<file path="config.mk">
export PLATFORM = sky130hd
export DESIGN_NAME = memory_stage
export DESIGN_NICKNAME = d
export VERILOG_FILES = /design/src/rtl/memory_stage.sv
export SDC_FILE = /design/constraint.sdc
export NUM_CORES = 1
export LEC_CHECK = 0
export ABC_AREA = 1
export ABC_CLOCK_PERIOD_IN_PS = 2600
export CORE_AREA = 2 2 262 264
export DETAILED_ROUTE_END_ITERATION = 7
export DIE_AREA = 0 0 264 266
export SYNTH_ARGS = -nofsm -noshare
export SYNTH_HDL_FRONTEND = slang
export SYNTH_SLANG_ARGS = --single-unit
</file>
<file path="constraint.sdc">
create_clock -name clk_i -period 2.6 [get_ports clk_i]
set_input_delay 0.65 -clock clk_i [delete_from_list [all_inputs] [get_ports clk_i]]
set_output_delay 0.65 -clock clk_i [all_outputs]
set_load 0.05 [all_outputs]
</file>
<file path="src/rtl/memory_stage.sv">
// Memory stage of the RV32 pipeline: M pipeline register, load/store unit
// driving the data-memory req/gnt/rvalid bus, and load/store formatting.
//
// state     | meaning
// ----------+----------------------------------------------------------
// IDLE      | no access in flight; request issued while M holds a mem op
// WAIT_RESP | load granted, waiting for rvalid
// HOLD      | access finished, stage stalled externally; no reissue
// DRAIN     | load was flushed after grant; swallow its late response
module memory_stage (
  input  logic        clk_i,
  input  logic        reset_ni,
  input  logic [31:0] instr_e_i,
  input  logic [31:0] alu_result_e_i,
  input  logic [31:0] write_data_e_i,
  input  logic [31:0] pc_target_e_i,
  input  logic [31:0] pc_plus4_e_i,
  input  logic [31:0] imm_ext_e_i,
  input  logic [31:0] csr_result_e_i,
  input  logic [31:0] csr_data_e_i,
  input  logic [11:0] csr_addr_e_i,
  input  logic [4:0]  rd_e_i,
  input  logic [2:0]  result_src_e_i,
  input  logic [2:0]  funct3_e_i,
  input  logic        valid_e_i,
  input  logic        reg_write_e_i,
  input  logic        csr_we_e_i,
  input  logic        mem_read_e_i,
  input  logic        mem_write_e_i,
  input  logic        stall_m_i,
  input  logic        flush_m_i,
  output logic [31:0] instr_m_o,
  output logic [31:0] alu_result_m_o,
  output logic [31:0] reduced_data_m_o,
  output logic [31:0] pc_target_m_o,
  output logic [31:0] pc_plus4_m_o,
  output logic [31:0] imm_ext_m_o,
  output logic [31:0] csr_result_m_o,
  output logic [31:0] csr_data_m_o,
  output logic [11:0] csr_addr_m_o,
  output logic [4:0]  rd_m_o,
  output logic [2:0]  result_src_m_o,
  output logic        valid_m_o,
  output logic        reg_write_m_o,
  output logic        csr_we_m_o,
  output logic        mem_busy_o,
  output logic        misaligned_m_o,
  output logic        dmem_req_o,
  output logic        dmem_we_o,
  output logic [31:0] dmem_addr_o,
  output logic [3:0]  dmem_be_o,
  output logic [31:0] dmem_wdata_o,
  input  logic        dmem_gnt_i,
  input  logic        dmem_rvalid_i,
  input  logic [31:0] dmem_rdata_i
);

  typedef enum logic [1:0] {IDLE, WAIT_RESP, HOLD, DRAIN} state_t;

  state_t      state;
  logic [31:0] load_buf;
  logic [31:0] write_data_q;
  logic [2:0]  funct3_q;
  logic        valid_q;
  logic        reg_write_q;
  logic        csr_we_q;
  logic        mem_read_q;
  logic        mem_write_q;

  logic [1:0]  byte_off;
  logic        is_half;
  logic        is_word;
  logic        mem_access;
  logic        op;
  logic [3:0]  be_mask;
  logic [31:0] wdata_fmt;
  logic [31:0] load_word;
  logic [7:0]  load_byte;
  logic [15:0] load_half;

  // M pipeline register; flush wins over stall and only kills the controls
  always_ff @(posedge clk_i or negedge reset_ni) begin
    if (!reset_ni) begin
      instr_m_o      <= '0;
      alu_result_m_o <= '0;
      write_data_q   <= '0;
      pc_target_m_o  <= '0;
      pc_plus4_m_o   <= '0;
      imm_ext_m_o    <= '0;
      csr_result_m_o <= '0;
      csr_data_m_o   <= '0;
      csr_addr_m_o   <= '0;
      rd_m_o         <= '0;
      result_src_m_o <= '0;
      funct3_q       <= '0;
      valid_q        <= 1'b0;
      reg_write_q    <= 1'b0;
      csr_we_q       <= 1'b0;
      mem_read_q     <= 1'b0;
      mem_write_q    <= 1'b0;
    end else if (flush_m_i) begin
      valid_q     <= 1'b0;
      reg_write_q <= 1'b0;
      csr_we_q    <= 1'b0;
      mem_read_q  <= 1'b0;
      mem_write_q <= 1'b0;
    end else if (!stall_m_i) begin
      instr_m_o      <= instr_e_i;
      alu_result_m_o <= alu_result_e_i;
      write_data_q   <= write_data_e_i;
      pc_target_m_o  <= pc_target_e_i;
      pc_plus4_m_o   <= pc_plus4_e_i;
      imm_ext_m_o    <= imm_ext_e_i;
      csr_result_m_o <= csr_result_e_i;
      csr_data_m_o   <= csr_data_e_i;
      csr_addr_m_o   <= csr_addr_e_i;
      rd_m_o         <= rd_e_i;
      result_src_m_o <= result_src_e_i;
      funct3_q       <= funct3_e_i;
      valid_q        <= valid_e_i;
      reg_write_q    <= reg_write_e_i;
      csr_we_q       <= csr_we_e_i;
      mem_read_q     <= mem_read_e_i;
      mem_write_q    <= mem_write_e_i;
    end
  end

  // access decode, alignment check and store formatting
  always_comb begin
    byte_off       = alu_result_m_o[1:0];
    is_half        = (funct3_q[1:0] == 2'b01);
    is_word        = (funct3_q[1:0] == 2'b10);
    mem_access     = valid_q & (mem_read_q | mem_write_q);
    misaligned_m_o = mem_access & ((is_half & byte_off[0]) | (is_word & (byte_off != 2'b00)));
    op             = mem_access & ~misaligned_m_o;
    be_mask        = 4'b1111;
    wdata_fmt      = write_data_q;
    case (funct3_q[1:0])
      2'b00: begin
        be_mask   = 4'b0001 << byte_off;
        wdata_fmt = {4{write_data_q[7:0]}};
      end
      2'b01: begin
        be_mask   = 4'b0011 << byte_off;
        wdata_fmt = {2{write_data_q[15:0]}};
      end
      default: ;
    endcase
  end

  // request side is combinational so it stays stable until grant
  always_comb begin
    dmem_req_o   = (state == IDLE) & op;
    dmem_we_o    = dmem_req_o & mem_write_q;
    dmem_addr_o  = {alu_result_m_o[31:2], 2'b00};
    dmem_be_o    = op ? be_mask : 4'b0000;
    dmem_wdata_o = wdata_fmt;
  end

  // load alignment/extension, bypassing the buffer in the response cycle
  always_comb begin
    load_word = (state == WAIT_RESP && dmem_rvalid_i) ? dmem_rdata_i : load_buf;
    case (byte_off)
      2'b00:   load_byte = load_word[7:0];
      2'b01:   load_byte = load_word[15:8];
      2'b10:   load_byte = load_word[23:16];
      default: load_byte = load_word[31:24];
    endcase
    load_half = byte_off[1] ? load_word[31:16] : load_word[15:0];
    case (funct3_q)
      3'b000:  reduced_data_m_o = {{24{load_byte[7]}}, load_byte};
      3'b001:  reduced_data_m_o = {{16{load_half[15]}}, load_half};
      3'b100:  reduced_data_m_o = {24'b0, load_byte};
      3'b101:  reduced_data_m_o = {16'b0, load_half};
      default: reduced_data_m_o = load_word;
    endcase
  end

  // busy never looks at stall_m_i, keeping the hazard loop open
  always_comb begin
    mem_busy_o = ((state == IDLE) & op & ~(dmem_gnt_i & mem_write_q))
               | ((state == WAIT_RESP) & ~dmem_rvalid_i)
               | (state == DRAIN);
    valid_m_o     = valid_q & ~mem_busy_o;
    reg_write_m_o = reg_write_q & ~mem_busy_o & ~misaligned_m_o;
    csr_we_m_o    = csr_we_q & ~mem_busy_o;
  end

  // access sequencer and load buffer
  always_ff @(posedge clk_i or negedge reset_ni) begin
    if (!reset_ni) begin
      state    <= IDLE;
      load_buf <= '0;
    end else begin
      case (state)
        IDLE: begin
          if (op && dmem_gnt_i) begin
            if (mem_write_q) state <= (stall_m_i && !flush_m_i) ? HOLD : IDLE;
            else             state <= flush_m_i ? DRAIN : WAIT_RESP;
          end
        end
        WAIT_RESP: begin
          if (dmem_rvalid_i) begin
            load_buf <= dmem_rdata_i;
            state    <= (stall_m_i && !flush_m_i) ? HOLD : IDLE;
          end else if (flush_m_i) begin
            state <= DRAIN;
          end
        end
        HOLD: begin
          if (!stall_m_i || flush_m_i) state <= IDLE;
        end
        DRAIN: begin
          if (dmem_rvalid_i) state <= IDLE;
        end
        default: state <= IDLE;
      endcase
    end
  end

endmodule

</file>
# == Word level (Yosys, flattened, before mapping) ==
# Cells that the tools add are included.
# W data, S select, Z words.
# classes
n_bitwise,24
shifts,2
reduce_logical,14
n_eq_ne,15
mux,26
# ops
op,count
$pmux W32 S4,1
$pmux W32 S2,1
$mux W32,1
$pmux W8 S3,1
$mux W16,1
$mux W2,8
$and A1 B1 Y1,14
$mux W1,10
$eq A2 B2 Y1 const B,4
$pmux W2 S4,1
$pmux W4 S2,1
$eq A2 B1 Y1 const B,3
$eq A3 B3 Y1 const B,2
$logic_not A2 Y1,3
$not A1 Y1,6
$mux W4,1
$ne A2 B1 Y1 const B,2
$ne A2 B2 Y1 const B,2
$or A1 B1 Y1,4
$reduce_and A2 Y1,2
$reduce_and A4 Y1,1
$shl A1 B2 Y4 const A,1
$shl A2 B2 Y4 const A,1
$eq A3 B1 Y1 const B,1
other kinds (6),9
# totals
word_cells,100
output_inout_bits,351
ff_bits,318

# == Depth between registers and ports, before layout ==
# logic_depth
depth_word,13
mapped_depth,12
ltp_nobuf,11

# == Worst setup path before layout ==
# OpenSTA, ideal clock, no wires.
# synth_path
kind,flip-flop to output port
from,reg alu_result_m_o[1]
to,out csr_we_m_o
setup_slack_ps,-514
stages_incl_launch_ff,11
path_buffers,0
t_required_ps,1950
arrival_ps,2464
cell_sequence,dfrtp_1 -> inv_1 -> nand2_1 -> nand3_1 -> nand2_1 -> nor2_2 -> inv_1 -> nor2_2 -> nand2_1 -> nand2_2 -> nor2_1
# synth_via
elab_chain_len,12
# synth_lines
item,line,text
start: declaration,33,"output logic [31:0] alu_result_m_o,"
start signal: assignment,109,alu_result_m_o <= alu_result_e_i;
$reduce_bool A2 Y1,134,misaligned_m_o = mem_access & ((is_half & byte_off[0]) | (is_word & (byte_off != 2'b00)));
$and A1 B1 Y1,134,
$or A1 B1 Y1,134,
$and A1 B1 Y1,134,
$not A1 Y1,135,op = mem_access & ~misaligned_m_o;
$and A1 B1 Y1,135,
$and A1 B1 Y1,-,
via dmem_req_o,48,"output logic dmem_req_o,"
$and A1 B1 Y1,181,mem_busy_o = ((state == IDLE) & op & ~(dmem_gnt_i & mem_write_q))
$or A1 B1 Y1,182,| ((state == WAIT_RESP) & ~dmem_rvalid_i)
$or A1 B1 Y1,183,| (state == DRAIN);
via mem_busy_o,46,"output logic mem_busy_o,"
$not A1 Y1,186,csr_we_m_o = csr_we_q & ~mem_busy_o;
$and A1 B1 Y1,186,
end: declaration,45,"output logic csr_we_m_o,"
# The timed path passes the listed nets, and every way through them passes these cells.

# == Worst setup path after layout ==
# layout_path
from,reg state[1]
to,out reduced_data_m_o[3]
# layout_via
elab_chain_len,5
word_cells_on_any_way,6
cone_classes,eq/ne (1); mux (4); reduce/logical (1)
# layout_lines
item,line,text
start: declaration,60,state_t state;
start signal: assignment,198,if (mem_write_q) state <= (stall_m_i && !flush_m_i) ? HOLD : IDLE;
start signal: assignment,199,else state <= flush_m_i ? DRAIN : WAIT_RESP;
start signal: assignment,205,state <= (stall_m_i && !flush_m_i) ? HOLD : IDLE;
$eq A2 B1 Y1 *,162,load_word = (state == WAIT_RESP && dmem_rvalid_i) ? dmem_rdata_i : load_buf;
$logic_and A1 B1 Y1 *,162,
$mux W32 *,162,
$pmux W8 S3 or $mux W16 (tied branches),"163, 169",
$pmux W32 S4 *,170,case (funct3_q)
end: declaration,34,"output logic [31:0] reduced_data_m_o,"
# Every way passes the cells marked *; elsewhere a longest branch is shown, timed or not.

==> results.md <==
- Final min period: 2910 ps
- Post-DP HPWL: between 40 and 50 mm
- FF+latch count, synth: about 320
- Final RePlAce weighted congestion: 0.916
- Area leader, netlist: dfrtp_1
- Chip width: 264 um
- Hold slack: 114 ps
- Least-Margin Pin Slew: 664 ps
- CTS max path bufs: 3
- Vias/cell: 4.08
- CTS tree: done
- Max FO, Critical Path: 7
- Max VDD drop: approximately 0.00048 V
- GRT met2 Usage: 26.5%
- Met1 global-route usage: 17.8%
- Worst setup margin: -305 ps
- Final core occ: 36.9%
- # rows: 96
- Worst-Skew Late Latency: 540 ps
- Die span in y: roughly 270 um
- Hold-fix buffers, CTS: 0
- Failing checks: setup timing
- Mapped Area: 0.0136 sq mm
- Post-Route WL: 55.2 mm
- DP Worst Slack: -471 ps
- Leakage: ~12 nW
- DRC viols: 0
- R2R Path Start: state[0]
- Port bufs: between 600 and 700
- DR vias: 13.4k
- Data required time of the worst path: ~2000 ps
- Hold Fails Final Rpt: 0
- Max frequency: 344 MHz
- Pwr dens: 868 mW/mm^2
- Period utilization: 112%
- Cells after Synth: ~1.6k
- Seq/Total Area, Yosys: 58.6%
- CTS sink cnt: about 320
- Clk_skew: 14.6 ps
- Total grt overflow: 0
- Synth-to-layout area growth: 84.1%
- Hold/Removal Path Class: primary input to async pin
- Clk Tree Root Cell: clkbuf_16
- Ratio of cells with drive above 1 in the final layout: 17.9%
- Nets: 2710
- Initial antenna violation count: 1
- Most used routing layer: met2
- Setup CP Type: register to output pin
- TritonRoute pass-1 iters: 5
- Syn_area_per_cell: between 8 and 9 sq um
- Remaining antenna violation count: 0
- Area contributors post-synth: dfrtp_1 59%, nand2_1 26%, buf_4 2.4%
- Yosys top cell area share: 58.6%
- I/O pins: 673
- Die area: 0.0702 sq mm
- Data arrival, critical path: between 2000 and 2500 ps
- Overall Power: 21.7 mW
- Setup crit start kind: register
- First-pass GRT wire length: ~83 mm
- Design area: 0.0250 sq mm
- Max cap viols: 0
- YS warnings: 0
- Critical path origin: state[1]
- Drt initial violations: 753
- Dpl cell area: 0.0223 sq mm
- Setup Viol. Count Final: 47
- Core Footprint: between 0.06 and 0.07 sq mm
- RSZ-0062 raised after global routing: yes
- Distinct cells, synth: 38
- WL per Instance: 16.8 um
- Pin count of the biggest net entering global routing: 66
- Fin. max-slew vios: 0
- Clk slew on worst S/H paths: 60 ps
- Slew Limit Headroom: 55.6%
- Outcome: finished with violations
- Nature of the critical path endpoint: output pin
- Cts bufs inserted: 39
- # diodes: 0
- Vias in the first global route: 13.5k
- Starting density of the core: ~20%
- Total GRT Usage: 15.1%
- # fillers: 6783
- GRT met3 Usage: 4.32%
- R2r setup slk: roughly 960 ps
- H-tree Lvls: 2
cell usage after synthesis (all sizes together):
cell type / n
a21oi: 13
o221ai: 8
nand4: 4
nand3: 57
o2bb2ai: 1
nor2: 22
a31o: 1
o21ai: 66
conb: 1
dfrtp: 318
and2: 6
and3: 1
or2: 6
nand2: 941
a22o: 1
nor3: 2
o21a: 1
buf: 81
clkbuf: 39
o211ai: 1
inv: 72
critical path: stages, from the launching register on:
cell and delay (ps):
dfrtp_1 400, inv_2 130, nand3_4 160, inv_8 150
clkbuf_16 160, nand2_1 50, and2_4 140, nand2_2 70
nand2_1 50, nand2_1 50, nand2_1 60, nor2_2 140
buf_12 150
stage by stage:
stage / setup TNS (ps) / std cells
3_5_place_dp: -13140 / 3173
4_1_cts: -11230 / 3271
3_3_place_gp: -12760 / 3173
2_1_floorplan: 0 / 1643
6_report: -9420 / 3289
5_1_grt: -14720 / 3289
layer usage:
| layer | wire (um) | share of wire [%] |
|---|---|---|
| met1 | 22000 | 40 |
| met3 | 3940 | 7.1 |
| met4 | 1890 | 3.4 |
| met5 | 13 | 0.024 |
| met2 | 27400 | 50 |
worst paths after layout:
check / endpoint / depth (start not counted)
hold / removal: load_buf[21] / 1
min in group clk_i: result_src_m_o[1] / 2
setup / recovery: reduced_data_m_o[3] / 12
hold reg to reg: result_src_m_o[1] / 2
max in group asynchronous: imm_ext_m_o[13] / 2
setup reg to reg: load_buf[17] / 8
cells by family after synthesis:
family                 synth area share [%]
AND/OR/NAND/NOR                        30.3
flip-flops                             58.6
buffers and inverters                  7.16
AO/OA/AOI/OAI                          3.92
other                                0.0276
placed cells by master, fill, tap and decap left out, types with 2 or more instances in the layout:
| cell type | n |
|---|---|
| or2_1 | 5 |
| nor2_2 | 8 |
| nand2_2 | 33 |
| nand3_2 | 18 |
| inv_1 | 60 |
| nor2_4 | 9 |
| buf_8 | 7 |
| o21ai_0 | 39 |
| nand3_1 | 24 |
| nand3_4 | 19 |
| nor2_1 | 4 |
| o221ai_4 | 8 |
| inv_2 | 4 |
| o21ai_4 | 5 |
| conb_1 | 2 |
| and2_4 | 5 |
| nand2_1 | 896 |
| clkdlybuf4s50_1 | 598 |
| nand2_8 | 2 |
| buf_12 | 85 |
| o21ai_1 | 6 |
| a21oi_4 | 4 |
| o21ai_2 | 16 |
| nand2_4 | 10 |
| nand4_1 | 3 |
| buf_4 | 102 |
| clkbuf_1 | 10 |
| nor3_4 | 2 |
| inv_4 | 4 |
| a21oi_1 | 8 |
| buf_6 | 20 |
| clkinv_2 | 2 |
| clkbuf_16 | 46 |
| dfrtp_2 | 5 |
| dfrtp_1 | 313 |
| inv_8 | 3 |
| clkbuf_8 | 7 |
| dlygate4sd2_1 | 3 |
cell type report:
type                       count  area (sq um)  share of cell area (%)
sequential                   318          7960                    31.8
clock inverter                 2          10.0                  0.0400
clock buffer                  58          1160                    4.64
inverter                      72           307                    1.23
tap                          882          1100                    4.41
timing repair buffer         820          8930                    35.7
multi-input combinational   1137          5530                    22.1
timing repair:
item                       CTS  global route
setup endpoints to repair   59            65
gates resized for setup    154            83
setup buffers               34            15
pin swaps                   15            33
gates cloned                 4             5
report_power, final:
part           total [mW]  internal [mW]  switching (mW)
Clock                5.12           3.04            2.08
Sequential           6.19           5.75           0.443
Combinational        10.4           4.28            6.11
Total                21.7           13.1            8.63
flip-flops by register name, summed over array words and instances, names as in the netlist, 5 cells and up:
name / cells
alu_result_m_o: 32
csr_addr_m_o: 12
csr_data_m_o: 32
csr_result_m_o: 32
imm_ext_m_o: 32
instr_m_o: 32
load_buf: 32
pc_plus4_m_o: 32
pc_target_m_o: 32
rd_m_o: 5
write_data_q: 32
Power figures use the tool's default switching activity.
